--- src/rtl/pipe_stage_reg.sv ---
// pipe_stage_reg: handshaked pipeline stage register with flush-to-bubble and optional skid entry
//   clk_i, rst_i (async, active-high), flush_i (sync bubble insert)
//   in_valid_i/in_ready_o/in_data_i/in_ctrl_i   upstream beat
//   out_valid_o/out_ready_i/out_data_o/out_ctrl_o downstream beat (ctrl zero when invalid)
//   occ_o  entries held (0..2)
module pipe_stage_reg #(
  parameter int DATA_W = 64,
  parameter int CTRL_W = 9,
  parameter int SKID   = 1
) (
  input  logic              clk_i,
  input  logic              rst_i,
  input  logic              flush_i,
  input  logic              in_valid_i,
  output logic              in_ready_o,
  input  logic [DATA_W-1:0] in_data_i,
  input  logic [CTRL_W-1:0] in_ctrl_i,
  output logic              out_valid_o,
  input  logic              out_ready_i,
  output logic [DATA_W-1:0] out_data_o,
  output logic [CTRL_W-1:0] out_ctrl_o,
  output logic [1:0]        occ_o
);
  logic              head_v_q, head_v_d, skid_v_q, skid_v_d, rdy_q, rdy_d;
  logic [DATA_W-1:0] head_data_q, head_data_d, skid_data_q, skid_data_d;
  logic [CTRL_W-1:0] head_ctrl_q, head_ctrl_d, skid_ctrl_q, skid_ctrl_d;
  logic              in_fire, out_fire, head_free, skid_load;
  // With the skid entry, ready is a flop (~skid valid); without it, ready looks through to downstream.
  assign in_ready_o  = (SKID != 0) ? rdy_q : (~head_v_q | out_ready_i);
  assign in_fire     = in_valid_i & in_ready_o;
  assign out_fire    = head_v_q & out_ready_i;
  assign head_free   = ~head_v_q | out_fire;
  // A beat arriving while the head is held parks in the skid entry; unreachable when SKID=0.
  assign skid_load   = ~head_free & in_fire;
  assign out_valid_o = head_v_q;
  assign out_data_o  = head_data_q;
  assign out_ctrl_o  = head_v_q ? head_ctrl_q : '0;
  assign occ_o       = {1'b0, head_v_q} + {1'b0, skid_v_q};
  always_comb begin
    head_v_d    = ~flush_i & (head_free ? (skid_v_q | in_fire) : 1'b1);
    head_data_d = (flush_i | ~head_free) ? head_data_q :
                  skid_v_q ? skid_data_q : in_fire ? in_data_i : head_data_q;
    head_ctrl_d = flush_i ? '0 : ~head_free ? head_ctrl_q :
                  skid_v_q ? skid_ctrl_q : in_fire ? in_ctrl_i : head_ctrl_q;
    skid_v_d    = ~flush_i & ~head_free & (skid_v_q | in_fire);
    skid_data_d = (~flush_i & skid_load) ? in_data_i : skid_data_q;
    skid_ctrl_d = flush_i ? '0 : skid_load ? in_ctrl_i : skid_ctrl_q;
    rdy_d       = ~skid_v_d;
  end
  always_ff @(posedge clk_i or posedge rst_i) begin
    if (rst_i) begin
      head_v_q    <= 1'b0;
      skid_v_q    <= 1'b0;
      rdy_q       <= 1'b1;
      head_data_q <= '0;
      head_ctrl_q <= '0;
      skid_data_q <= '0;
      skid_ctrl_q <= '0;
    end else begin
      head_v_q    <= head_v_d;
      skid_v_q    <= skid_v_d;
      rdy_q       <= rdy_d;
      head_data_q <= head_data_d;
      head_ctrl_q <= head_ctrl_d;
      skid_data_q <= skid_data_d;
      skid_ctrl_q <= skid_ctrl_d;
    end
  end
endmodule

--- config.mk ---
export PLATFORM = sky130hd
export DESIGN_NAME = pipe_stage_reg
export DESIGN_NICKNAME = d
export VERILOG_FILES = /design/src/rtl/pipe_stage_reg.sv
export SDC_FILE = /design/constraint.sdc
export NUM_CORES = 1
export LEC_CHECK = 0
export CAP_MARGIN = 20
export CORE_AREA = 4 4 125 127
export DETAILED_ROUTE_END_ITERATION = 10
export DIE_AREA = 0 0 129 131
export PLACE_DENSITY = 0.76
export REMOVE_ABC_BUFFERS = 1
export SETUP_SLACK_MARGIN = 0.5
export SLEW_MARGIN = 20
export SYNTH_ARGS = -nofsm -noshare
export SYNTH_HDL_FRONTEND = slang
export SYNTH_SLANG_ARGS = --single-unit
--- constraint.sdc ---
create_clock -name clk_i -period 5.4 [get_ports clk_i]
set_clock_uncertainty 0.2 [all_clocks]
set_input_delay 1.08 -clock clk_i [delete_from_list [all_inputs] [get_ports clk_i]]
set_output_delay 1.08 -clock clk_i [all_outputs]
set_load 0.1 [all_outputs]
==> impl_metrics.py <==
metrics = {
    "outcome": {
        "outcome": "complete, no violations",
    },
    "floorplanning": {
        "initial_utilization": 0.448,
        "die_height_um": 131,
        "rows": 44,
        "dieArea_um2": 16900,
        "coreArea_um2": 14400,
        "die_w_um": 129,
        "ios": 155,
    },
    "finish": {
        "synthToLayoutAreaGrowth_pct": 37.0,
        "multiInputGateArea_um2": 2570,
        "layout_common_cells": "mux2_2 (172), clkdlybuf4s50_1 (154), dfrtp_1 (147)",
        "ff_latch_area_um2": 3730,
        "antenna_cells": 0,
        "fill_cells": 1090,
        "final_common_cell": "mux2_2",
        "nets": 649,
        "drive_above_1_share": 0.369,
    },
    "setup_path": {
        "r2r_slack_ns": 2.44,
        "end_kind": "primary output",
        "crit_path_start_kind": "flop",
        "worstPathMaxFanout": 13,
        "reg2regPathDepth": 5,
        "r2r-start": "skid_v_q",
        "crit_type": "flop to primary output",
        "regToRegEndpoint": "out_data_o[11]",
        "cp_data_arrival_time_ns": 2.39,
        "required_ns": 4.12,
    },
    "power": {
        "pwr_density_cell_nw_per_um2": 472,
        "power_frac_seq": 0.351,
        "ir_drop_v": 0.000266,
        "power_uw": 4180,
        "p_int_uw": 2700,
        "p_leak_uw": 0.00366,
        "clock_power_share": 0.330,
        "p_comb_frac": 0.319,
        "p_sw_frac": 0.354,
        "p_sw_uw": 1480,
    },
    "clock_tree": {
        "post_cts_buffers": 0,
        "numCtsBuffers": 17,
        "cts_max_path_buffers": 2,
        "clk_pin_slew_ns": 0.06,
        "cts_tree": "done",
        "root_buffer": "clkbuf_16",
        "numClockSinks": 149,
        "ctsHoldBuffers": 0,
        "cts-htree-levels": 4,
        "ctsResizeCount": 0,
        "insertion_delay_ns": 0.41,
    },
    "timing": {
        "tightestPinTransition_ns": 1.04,
        "fmax_ghz": 0.272,
        "rsz0062_at_grt": "no",
        "slew_headroom": 0.309,
        "setup_viol": 0,
        "layout_setup_ws_ns": 1.73,
        "period_minus_slack_ns": 3.67,
        "tns_ns": 0,
        "hold_violations": 0,
        "drv_slew": 0,
        "holdWs_ns": 0.282,
        "post-route-period-util": 0.681,
    },
    "detailed_routing": {
        "first_pass_iters": 4,
        "num_vias": 3984,
        "wl_per_cell_um": 17.6,
        "drt_iter0_drc": 227,
        "drc": 0,
        "vias_per_cell": 5.19,
        "ant_nets": 0,
        "routed_wl_um": 13500,
    },
    "run": {
        "cap_viol_max_count": 0,
    },
    "min_path": {
        "min-delay-start": "head_ctrl_q[0]",
        "hold_path_depth": 1,
        "min_to": "head_ctrl_q[0]",
        "hp-class": "flop to flop",
    },
    "logic_synthesis": {
        "synth.distinct_cells": 22,
        "yosys_warnings": 0,
        "syn_area_per_cell_um2": 15.5,
        "synth-seq-cells": 149,
        "synth.cell_area_um2": 6460,
        "ys_seq_area_frac": 0.577,
        "synthCells": 416,
    },
    "place": {
        "hpwlAfterDp_um": 8940,
        "gp_congestion": 0.731,
        "port_buffers": 154,
        "post-place-ws_ns": 1.93,
    },
    "global_route": {
        "antenna_found_initial": 0,
        "grt_pass1_wl_um": 22100,
        "grt-ovfl-total": 0,
        "grt_pass1_vias": 4337,
        "grt_start_max_net_pins": 93,
        "grt_util_all_layers": 0.167,
    },
}
==> metrics by stage <==
step	utilization	cells	area [µm²]
6_report	0.614	767	8850
4_1_cts	0.614	767	8850
2_1_floorplan	-	391	6310
5_1_grt	0.614	767	8850
3_3_place_gp	0.565	735	8150
3_5_place_dp	0.565	735	8150
==> Yosys cell counts <==
cell type | instances | area share
buf_2 | 8 | 0.0062
nand2b_1 | 1 | 0.00097
mux2_2 | 172 | 0.30
buf_4 | 1 | 0.0012
mux2_1 | 20 | 0.035
o21ba_2 | 1 | 0.0015
dfstp_2 | 1 | 0.0041
a21oi_1 | 2 | 0.0015
inv_1 | 2 | 0.0012
clkbuf_1 | 10 | 0.0058
nor3_4 | 2 | 0.0050
a22o_1 | 9 | 0.012
ha_1 | 1 | 0.0019
nand2_1 | 1 | 0.00058
or3_1 | 2 | 0.0019
dfrtp_1 | 148 | 0.57
a31oi_1 | 1 | 0.00097
mux2i_1 | 9 | 0.014
buf_6 | 6 | 0.010
and2_1 | 9 | 0.0087
nor2b_4 | 1 | 0.0021
o2bb2ai_1 | 9 | 0.012
==> state kept, by name (all words and copies together) (netlist names) <==
name and count:
skid_data_q 64, head_ctrl_q 9, in_ready_o 1, out_valid_o 1, skid_ctrl_q 9, skid_v_q 1
out_data_o 64
==> kinds of logic (layout without fill, tap and decap cells) <==
family	Yosys count	count (layout)	synth area share
mux	201	201	0.348
flops	149	149	0.577
buf+inv	27	194	0.0248
compound gates	22	22	0.0285
simple gates	16	16	0.0194
fa+ha+maj	1	1	0.00194
==> routing by layer <==
metal,routed length [µm],global-route usage
met1,5960,0.220
met2,6560,0.271
met3,733,0.0439
met4,217,0.0581
met5,0,0
==> how the worst max path moves through the flow <==
stage | start | endpoint | slack, ns
2_1_floorplan | rst_i | head_ctrl_q[0] | 0.11
3_3_place_gp | out_ready_i | skid_data_q[55] | 2.02
3_5_place_dp | out_ready_i | skid_data_q[33] | 1.93
4_1_cts | out_valid_o | occ_o[0] | 1.69
5_1_grt | out_valid_o | occ_o[0] | 1.63
6_report | out_valid_o | occ_o[0] | 1.73
==> power groups by stage <==
stage / Clock (µW) / Sequential, µW / Combinational (µW)
6_report: 1380 / 1470 / 1330
2_1_floorplan: 0 / 2160 / 297
3_5_place_dp: 0 / 1490 / 1340
3_3_place_gp: 0 / 1470 / 1320
5_1_grt: 1450 / 1490 / 1390
4_1_cts: 1410 / 1470 / 1350
==> final cells by class <==
type / instances / area share
sequential: 149 / 0.422
inverter: 2 / 0.00141
clock inverter: 7 / 0.0212
clock buffer: 25 / 0.0582
timing repair buffer: 160 / 0.181
multi-input combinational: 240 / 0.291
tap: 184 / 0.0260
==> critical path, cell delays in order (launching register included) <==
cell and delay [ns]:
dfrtp_1 0.51, ha_1 0.35, clkdlybuf4s50_1 1.12
Note: power is estimated with default switching activity, not from simulation.
